**src/rtl/relu_maxpool_unit.sv**
```systemverilog
// ReLU + 2x2 max-pool over one convolution strip held in a synchronous-read BRAM.
// Each output pixel takes six cycles: four reads, one flush for the BRAM latency, one write.
module relu_maxpool_unit #(
  parameter int IN_W = 222,
  parameter int IN_H = 28
) (
  input  logic              clk,
  input  logic              reset,
  input  logic              start,
  input  logic              conv_done,
  output logic [15:0]       rd_addr,
  input  logic signed [8:0] rd_data,
  output logic              wr_en,
  output logic [13:0]       wr_addr,
  output logic [7:0]        wr_data,
  output logic              busy,
  output logic              done
);

  localparam int OUT_W = IN_W / 2;
  localparam int OUT_H = IN_H / 2;

  localparam logic [15:0] IN_W_L  = 16'(IN_W);
  localparam logic [15:0] OUT_W_L = 16'(OUT_W);
  localparam logic [15:0] OUT_H_L = 16'(OUT_H);

  typedef enum logic [2:0] {
    IDLE, RD0, RD1, RD2, RD3, FLUSH, WRITE, DONE
  } state_t;

  state_t             state_q, state_d;
  logic [15:0]        orow_q, orow_d;
  logic [15:0]        ocol_q, ocol_d;
  logic [13:0]        wr_addr_q, wr_addr_d;
  logic signed [8:0]  max_q, max_d;
  logic [15:0]        base;

  // Top-left pixel of the current 2x2 window.
  assign base = ({orow_q[14:0], 1'b0} * IN_W_L) + {ocol_q[14:0], 1'b0};

  always_ff @(posedge clk or posedge reset) begin
    if (reset) begin
      state_q   <= IDLE;
      orow_q    <= '0;
      ocol_q    <= '0;
      wr_addr_q <= '0;
      max_q     <= '0;
    end else begin
      state_q   <= state_d;
      orow_q    <= orow_d;
      ocol_q    <= ocol_d;
      wr_addr_q <= wr_addr_d;
      max_q     <= max_d;
    end
  end

  always_comb begin
    state_d   = state_q;
    orow_d    = orow_q;
    ocol_d    = ocol_q;
    wr_addr_d = wr_addr_q;
    max_d     = max_q;
    rd_addr   = '0;
    wr_en     = 1'b0;
    wr_data   = '0;

    case (state_q)
      IDLE: begin
        if (start && conv_done) begin
          state_d   = RD0;
          orow_d    = '0;
          ocol_d    = '0;
          wr_addr_d = '0;
        end
      end
      RD0: begin
        rd_addr = base;
        state_d = RD1;
      end
      // rd_data always belongs to the address issued one state earlier.
      RD1: begin
        rd_addr = base + 16'd1;
        max_d   = rd_data;
        state_d = RD2;
      end
      RD2: begin
        rd_addr = base + IN_W_L;
        if (rd_data > max_q) max_d = rd_data;
        state_d = RD3;
      end
      RD3: begin
        rd_addr = base + IN_W_L + 16'd1;
        if (rd_data > max_q) max_d = rd_data;
        state_d = FLUSH;
      end
      FLUSH: begin
        if (rd_data > max_q) max_d = rd_data;
        state_d = WRITE;
      end
      WRITE: begin
        wr_en   = 1'b1;
        wr_data = max_q[8] ? 8'd0 : max_q[7:0];
        if (ocol_q < OUT_W_L - 16'd1) begin
          ocol_d    = ocol_q + 16'd1;
          wr_addr_d = wr_addr_q + 14'd1;
          state_d   = RD0;
        end else if (orow_q < OUT_H_L - 16'd1) begin
          ocol_d    = '0;
          orow_d    = orow_q + 16'd1;
          wr_addr_d = wr_addr_q + 14'd1;
          state_d   = RD0;
        end else begin
          wr_addr_d = '0;
          state_d   = DONE;
        end
      end
      DONE: begin
        if (!start) state_d = IDLE;
      end
      default: state_d = IDLE;
    endcase
  end

  assign wr_addr = wr_addr_q;
  assign busy    = (state_q != IDLE) && (state_q != DONE);
  assign done    = (state_q == DONE);

endmodule

```
**config.mk**
```make
export PLATFORM = sky130hd
export DESIGN_NAME = relu_maxpool_unit
export DESIGN_NICKNAME = d
export VERILOG_FILES = /design/src/rtl/relu_maxpool_unit.sv
export SDC_FILE = /design/constraint.sdc
export NUM_CORES = 1
export LEC_CHECK = 0
export CAP_MARGIN = 10
export CORE_ASPECT_RATIO = 1.1
export CORE_MARGIN = 2
export CORE_UTILIZATION = 64
export CTS_CLUSTER_DIAMETER = 30
export DETAILED_ROUTE_END_ITERATION = 16
export PLACE_DENSITY = 0.88
export REMOVE_ABC_BUFFERS = 1
export SLEW_MARGIN = 15
export SYNTH_ARGS = -nofsm -noshare
export SYNTH_HDL_FRONTEND = slang
export SYNTH_SLANG_ARGS = --single-unit
```
**constraint.sdc**
```tcl
create_clock -name clk -period 12.6 [get_ports clk]
set_input_delay 3.78 -clock clk [delete_from_list [all_inputs] [get_ports clk]]
set_output_delay 3.78 -clock clk [all_outputs]
set_load 0.02 [all_outputs]
```
==> metrics, run 1 <==
DRC Markers 0; top_reg_cell synth dfrtp_1; CTS tree done; Final Hold Fails 0; maximum fanout along the worst path 6; Die X roughly 93 µm; Global Route Usage Sum about 29%; min-delay src max_q[7]; RSZ-0062 raised after global routing false; Async S/R FF share, synth 100.0%; clk_lat worst skew between 0.3 and 0.4 ns; Distinct cells, synth 61; cell repeated most along the worst path inv_1; Final Skew between 0.009 and 0.01 ns; critical path arrival between 6 and 7 ns; synthesized flop and latch total 58; status finished, final reports clean; Slowest-stage cell, CP clkdlybuf4s50_1; hpwl dp 9.775 mm; sequential area share after synthesis between 20% and 30%; crit path kind flop to output pin; delay-heaviest family, CP adder cells; Critical path buffers and inverters 5; r2r startpoint orow_q[10]; pin count of the biggest net entering global routing 59; number of synthesized flops with an enable pin 0; final worst-path cycle share between 80% and 90%; share of cells above drive strength 1 6.105%; Root Driver clkbuf_8; first-pass GRT wire length approximately 22 mm; Initial DRC Count approximately 260; htree depth 3; most common cell after layout, fill and taps aside inv_1; gr ovfl total 0; final core occ 76.46%; final slew viol count 0; Die Span Y 102.3 µm; fmax approximately 97 MHz; Ys Warns 0; Worst setup EP type output pin; CP startpoint orow_q[4]; max cap viols 0; Post-CTS Setup Inserts 0; most frequent cells in the layout 84 x inv_1, 63 x nor2_1, 61 x ha_1, 58 x dfrtp_1, 53 x clkdlybuf4s50_1; Synth Area per Inst approximately 8.9 µm²; Cells after Synth between 600 and 700; drt wl/cell roughly 16 µm; num rows 35; Num CTS Buffers 9; largest cells by area after synthesis dfrtp_1 26%, ha_1 14%, fa_1 12%, xnor2_1 6.4%, inv_1 5.7%; core area approximately 8500 µm²; CTS sink cnt 58; Synth Cell Area about 5600 µm²; final WL approximately 13 mm; CP Launch Type flop; Worst-Margin Slew just under 1 ns; Critical Path Max Stage Delay 0.63 ns; vias in the first global route roughly 4800; Clock Path Buffers 2; critical-path cell list inv_1, fa_1, inv_1, ha_1, inv_1, fa_1, inv_1, fa_1, ha_1, a21oi_1, o21ai_0, a21o_1, a21o_1, xor2_1, ha_1, and3_1, a311oi_2, xor2_1, nor3_1, nand3b_1, xnor2_1, o22ai_1, clkdlybuf4s50_1; antenna diode count 0; Min-Delay Path Class flop to flop; post-route ant nets 0; initial core utilization 66.47%; port bufs between 50 and 60; Area growth syn-to-layout 15.03%; post-route minimum period slightly above 10 ns; # setup viols final 0; clock-pin slew on the worst setup and hold paths approximately 0.07 ns; nets just under 800; router iterations before antenna repair 8; cell taking the most area after synthesis dfrtp_1; setup_tns 0 ns; initial antenna violation count 0; hold_buf cts 0; gp weighted congestion ~0.92; post-synth top area share 25.84%; post_cts resized 0; die area ~9500 µm²; Max-slew headroom 34.46%; via count 4696; worst endpoint required time roughly 9 ns; I/O pins 54; Vias per Instance approximately 6
==> final cells by class <==
| class | count | area (µm²) |
|---|---|---|
| Clock buffer | 11 | 141.4 |
| Clock inverter | 5 | 77.57 |
| Fill cell | 576 | 1989 |
| Inverter | 86 | 322.8 |
| Multi-Input combinational cell | 474 | 3792 |
| Sequential cell | 58 | 1451 |
| Tap cell | 111 | 138.9 |
| Timing Repair Buffer | 54 | 538.0 |
==> through the flow <==
stage	hold WS (ns)	setup WS, ns	instance area (µm²)	instances
after floorplan	0.4539	3.459	5563	618
after global placement	0.4749	2.910	6240	783
after detailed placement	0.4997	2.691	6240	783
after CTS	0.5163	2.297	6459	799
after global routing	0.5314	1.959	6462	799
final	0.5201	2.285	6462	799
==> flip-flops by register name (all words and copies together) (netlist names) <==
register  flops
orow_q       16
wr_addr      14
state_q       3
ocol_q       16
max_q         9
==> cell families after synthesis <==
logic type	share of synthesized area, %
flip-flops	25.84
XOR/XNOR	8.886
AND/OR/NAND/NOR	16.44
adder cells (fa/ha/maj)	25.35
multiplexers	2.183
buffers and inverters	6.726
AO/OA/AOI/OAI	14.59
==> routing by layer <==
layer / part of all wire (%) / track usage [%] / vias up / wire length (µm)
met5: 0 / 0 / - / 0
met4: 1.8 / 9.502 / 0 / 225
met3: 3.9 / 4.425 / 27 / 494
met2: 53 / 51.25 / 117 / 6789
met1: 41 / 35.31 / 2304 / 5305
li1: - / - / 2248 / -
==> Yosys cell counts (all sizes together) (5+ instances only) <==
master,instances
dfrtp,58
xnor2,41
nand3,9
a21o,9
nor2b,7
and3,17
a31oi,7
nor2,65
xor2,16
ha,61
nand2,41
clkbuf,13
nor3,16
o21ai,36
a21oi,31
o22ai,10
nand2b,7
nand4,5
fa,33
mux2,10
inv,86
==> path summary, 6_finish.rpt <==
| kind | slack [ns] | cells past startpoint | to |
|---|---|---|---|
| max | 2.28 | 23 | rd_addr[15] |
| min | 0.52 | 1 | max_q[7] |
| max reg2reg | 9.29 | 9 | orow_q[10] |
| min reg2reg | 0.52 | 1 | max_q[7] |
| max in group asynchronous | 8.16 | 3 | orow_q[7] |
| min in group asynchronous | 3.95 | 3 | max_q[2] |
Power of run 1 is left out: the tool's default activity adds up to more than one toggle a clock period on the data nets, which glitch-free logic cannot reach.
==> run 2, diff against run 1 <==
--- a/config.mk
+++ b/config.mk
@@ -8,10 +8,10 @@
 export CAP_MARGIN = 10
 export CORE_ASPECT_RATIO = 1.1
 export CORE_MARGIN = 2
-export CORE_UTILIZATION = 64
+export CORE_UTILIZATION = 53
 export CTS_CLUSTER_DIAMETER = 30
 export DETAILED_ROUTE_END_ITERATION = 16
-export PLACE_DENSITY = 0.88
+export PLACE_DENSITY = 0.78
 export REMOVE_ABC_BUFFERS = 1
 export SLEW_MARGIN = 15
 export SYNTH_ARGS = -nofsm -noshare
==> constraint.sdc (replaced) <==
create_clock -name clk -period 9.17 [get_ports clk]
set_input_delay 2.751 -clock clk [delete_from_list [all_inputs] [get_ports clk]]
set_output_delay 2.751 -clock clk [all_outputs]
set_load 0.02 [all_outputs]
==> metrics, run 2 (synthesis results as in run 1) <==
hpwl dp 9.616 mm (-1.6%); port bufs 53 (unchanged); via count 4589 (-2.3%); num rows 39 (+11%); most common cell after layout, fill and taps aside inv_1; final worst-path cycle share roughly 97%; CTS sink cnt 58 (unchanged); crit path kind flop to output pin; Num CTS Buffers 9 (unchanged); Initial DRC Count 212 (-19%); Global Route Usage Sum 23.31% (-5.2 points); maximum fanout along the worst path 7 (+1); GR Util met3 4.457% (+0.032 points); drt wl/cell 15.00 µm (-6.5%); final WL 12.54 mm (-2.2%); vias in the first global route 4611 (-3.8%); dpl cells 815 (+4.1%); fmax between 100 and 150 MHz; router iterations before antenna repair 5 (-3); RSZ-0062 raised after global routing true; Final Skew 0.009029 ns (-0.0001644 ns); initial antenna violation count 0 (unchanged); gr ovfl total 0 (unchanged); initial core utilization 54.31% (-12 points); Clock Path Buffers 2 (unchanged); final non-filler cell total 836 (+4.6%); Die X 102.2 µm (+9.5%); Min-Delay Path Class flop to flop; core area 10340 µm² (+22%); Worst-Margin Slew 0.9283 ns (-0.05475 ns); hold_buf cts 0 (unchanged); first-pass GRT wire length 21.30 mm (-1.7%); critical path arrival 6.11 ns (-0.43 ns); I/O pins 54 (unchanged); grt peak-use layer met2; max cap viols 0 (unchanged); share of cells above drive strength 1 8.369% (+2.3 points); CP Launch Type flop; nets 795 (+0.63%); Vias per Instance 5.489 (-6.6%); Die Span Y 112.0 µm (+9.5%); met2 Use GR 39.52% (-12 points); # setup viols final 0 (unchanged); htree depth 3 (unchanged); fillcell total 886 (+54%); die area 11440 µm² (+20%); met1 Usage GRT 30.46% (-4.9 points); pin count of the biggest net entering global routing 59 (unchanged); most frequent cells in the layout 82 x inv_1, 63 x nor2_1, 60 x ha_1, 53 x dfrtp_1, 51 x clkdlybuf4s50_1; final slew viol count 0 (unchanged); post-route ant nets 0 (unchanged); Max-slew headroom 38.11% (+3.6 points); hold depth 1 (unchanged); Area growth syn-to-layout 18.31%; clk_lat worst skew 0.33 ns (-0.03 ns); CTS tree done; Final Hold Fails 0 (unchanged); clock-pin slew on the worst setup and hold paths 0.05 ns (-0.02 ns); post-route minimum period between 8 and 9 ns; worst endpoint required time 6.42 ns (-2.40 ns); DRC Markers 0 (unchanged); gp weighted congestion 0.8810 (-3.7%); antenna diode count 0 (unchanged); Reg2Reg Depth 9 (unchanged); Root Driver clkbuf_16; status finished, final reports clean; Worst setup EP type output pin
-- run 2: final cells by class --
cell class / instances / area (µm²) / share of cell area, %
multi-input combinational: 474 / 3814 / 57.38
sequential: 58 / 1458 / 21.93
timing repair buffer: 59 / 573.1 / 8.622
inverter: 86 / 326.6 / 4.913
clock buffer: 11 / 242.7 / 3.652
tap: 143 / 178.9 / 2.692
clock inverter: 5 / 53.80 / 0.8095
-- run 2: layer usage --
layer | part of all wire, % | wire (µm) | up-vias
li1 | - | - | 2252
met1 | 44 | 5473 | 2213
met2 | 51 | 6371 | 101
met3 | 3.7 | 470 | 23
met4 | 1.8 | 222 | 0
met5 | 0 | 0 | -
-- run 2: final timing paths --
path | slack [ns] | start | to
worst max-delay path | 0.31 | orow_q[3] | rd_addr[13]
worst min-delay path | 0.51 | max_q[2] | max_q[2]
worst max register to register | 5.86 | orow_q[10] | orow_q[10]
worst min register to register | 0.51 | max_q[2] | max_q[2]
max in group asynchronous | 5.68 | reset | orow_q[0]
min in group asynchronous | 2.96 | reset | max_q[3]
-- run 2: what timing repair did --
action	4_1_cts	5_1_grt
pin swaps	0	2
gates resized for setup	2	11
buffers inserted	0	5
setup endpoints to repair	2	4
-- run 2: metrics by stage --
| step | hold WS (ns) | setup TNS, ns | cell area [µm²] | utilization [%] | setup slack, ns |
|---|---|---|---|---|---|
| global route | 0.5298 | -0.02117 | 6646 | 64.25 | -0.01810 |
| detailed placement | 0.4996 | 0 | 6280 | 60.70 | 0.2585 |
| floorplan | 0.4539 | 0 | 5563 | - | 1.058 |
| global placement | 0.4822 | 0 | 6280 | 60.70 | 0.4936 |
| finish | 0.5080 | 0 | 6646 | 64.25 | 0.3089 |
| CTS | 0.5065 | 0 | 6574 | 63.55 | 0.1488 |
-- run 2: critical path, stage by stage (launching register included) --
cell and delay (ns):
dfrtp_2 0.44, inv_1 0.08, fa_1 0.54, inv_1 0.05, ha_1 0.26, inv_1 0.05
fa_1 0.53, inv_1 0.05, fa_1 0.45, ha_1 0.36, a21oi_1 0.14, o21ai_0 0.13
a21o_1 0.20, a21o_1 0.21, xor2_1 0.16, ha_1 0.37, and3_1 0.23, a311oi_2 0.37
xor2_2 0.25, xnor2_1 0.11, o22ai_1 0.17, clkdlybuf4s50_1 0.64
Power of run 2 is left out for the same reason.
==> run 3, diff against run 2 <==
--- a/config.mk
+++ b/config.mk
@@ -8,11 +8,13 @@
 export CAP_MARGIN = 10
 export CORE_ASPECT_RATIO = 1.1
 export CORE_MARGIN = 2
-export CORE_UTILIZATION = 53
+export CORE_UTILIZATION = 64
 export CTS_CLUSTER_DIAMETER = 30
+export CTS_CLUSTER_SIZE = 20
 export DETAILED_ROUTE_END_ITERATION = 16
-export PLACE_DENSITY = 0.78
+export PLACE_DENSITY = 0.88
 export REMOVE_ABC_BUFFERS = 1
+export SKIP_LAST_GASP = 1
 export SLEW_MARGIN = 15
 export SYNTH_ARGS = -nofsm -noshare
 export SYNTH_HDL_FRONTEND = slang
==> constraint.sdc (replaced) <==
create_clock -name clk -period 11.05 [get_ports clk]
set_input_delay 3.315 -clock clk [delete_from_list [all_inputs] [get_ports clk]]
set_output_delay 3.315 -clock clk [all_outputs]
set_load 0.02 [all_outputs]
==> metrics, run 3 (synthesis results as in run 1) <==
post-route ant nets 0 (unchanged); r2r startpoint orow_q[10]; min-delay src wr_addr[8]; Worst-Margin Slew 0.9216 ns (-0.006697 ns); Final Skew 0.01026 ns (+0.001234 ns); die area 9544 µm² (-17%); crit path kind flop to output pin; Max-slew headroom 38.56% (+0.45 points); nets 790 (-0.63%); post_cts resized 0 (-2); share of cells above drive strength 1 6.105% (-2.3 points); fmax 101.5 MHz; hold depth 1 (unchanged); antenna diode count 0 (unchanged); initial antenna violation count 0 (unchanged); Clock Path Buffers 2 (unchanged); max cap viols 0 (unchanged); hold_buf cts 0 (unchanged); Worst setup EP type output pin; Global Route Usage Sum 28.48% (+5.2 points); Area growth syn-to-layout 15.03%; final slew viol count 0 (unchanged); clk_lat worst skew 0.34 ns (about the same); router iterations before antenna repair 7 (+2); # setup viols final 0 (unchanged); final worst-path cycle share about nine tenths; Die Span Y 102.3 µm (-8.7%); final core occ 76.46% (+12 points); critical path arrival 6.53 ns (+0.42 ns); Min-Delay Path Class flop to flop; Root Driver clkbuf_8; gr ovfl total 0 (unchanged); Reg2Reg Depth 9 (unchanged); post-route minimum period between 9 and 10 ns; Post-CTS Setup Inserts 0 (unchanged); drt wl/cell 15.82 µm (+5.5%); Num CTS Buffers 9 (unchanged); first-pass GRT wire length 21.66 mm (+1.7%); num rows 35 (-10%); Initial DRC Count 251 (+18%); via count 4627 (+0.83%); most frequent cells in the layout 84 x inv_1, 63 x nor2_1, 61 x ha_1, 58 x dfrtp_1, 53 x clkdlybuf4s50_1; Final Hold Fails 0 (unchanged); setup_tns 0 ns (unchanged); cell repeated most along the worst path inv_1; Slowest-stage cell, CP clkdlybuf4s50_1; worst endpoint required time 7.74 ns (+1.32 ns); critical-path cell list inv_1, fa_1, inv_1, ha_1, inv_1, fa_1, inv_1, fa_1, ha_1, a21oi_1, o21ai_0, a21o_1, a21o_1, xor2_1, ha_1, and3_1, a311oi_2, xor2_1, nor3_1, nand3b_1, xnor2_1, o22ai_1, clkdlybuf4s50_1; port bufs 53 (unchanged); pin count of the biggest net entering global routing 59 (unchanged); gp weighted congestion 0.9151 (+3.9%); initial core utilization 66.47% (+12 points); maximum fanout along the worst path 6 (-1); Die X 93.33 µm (-8.6%); vias in the first global route 4766 (+3.4%); I/O pins 54 (unchanged); CTS sink cnt 58 (unchanged); htree depth 3 (unchanged); final WL 12.64 mm (+0.81%); Critical Path Max Stage Delay 0.63 ns (about the same); core area 8452 µm² (-18%); Vias per Instance 5.791 (+5.5%); hpwl dp 9.729 mm (+1.2%); status finished, final reports clean; DRC Markers 0 (unchanged); CP Launch Type flop; most common cell after layout, fill and taps aside inv_1; CP startpoint orow_q[4]; CTS tree done; RSZ-0062 raised after global routing false; clock-pin slew on the worst setup and hold paths 0.06 ns (about the same)
[run 3: critical path, delay by kind of cell, from the launching register on]
kind	cells	cell delay (ns)
adder cells (fa/ha/maj)	6	2.50
AND/OR/NAND/NOR	3	0.64
AO/OA/AOI/OAI	6	1.18
XOR/XNOR	3	0.45
buffers and inverters	5	0.97
flip-flops	1	0.46
[run 3: path summary, 6_finish.rpt]
check                      slack [ns]          end
hold reg to reg                  0.51   wr_addr[8]
max in group asynchronous        7.06    orow_q[7]
setup reg to reg                 7.73   orow_q[10]
min in group asynchronous        3.51    ocol_q[2]
setup / recovery                 1.20  rd_addr[15]
hold / removal                   0.51   wr_addr[8]
[run 3: metal layers]
layer  part of all wire [%]  global-route usage (%)
met5                      0                       0
met4                    1.5                   8.710
met1                     42                   35.57
met2                     52                   50.30
met3                    3.9                   5.457
[run 3: cell type report]
cell class,count,area (µm²)
Clock buffer,11,141.4
Clock inverter,5,77.57
Fill cell,583,1989
Inverter,86,322.8
Multi-Input combinational cell,474,3792
Sequential cell,58,1451
Tap cell,111,138.9
Timing Repair Buffer,54,538.0
[run 3: through the flow]
step           cells  hold WS [ns]  instance area [µm²]  setup WS (ns)
4_1_cts          799        0.5186                 6459          1.219
6_report         799        0.5147                 6462          1.200
3_5_place_dp     783        0.4954                 6240          1.590
2_1_floorplan    618        0.4539                 5563          2.374
3_3_place_gp     783        0.4749                 6240          1.826
5_1_grt          799        0.5252                 6462         0.8905
Power of run 3 is left out for the same reason.
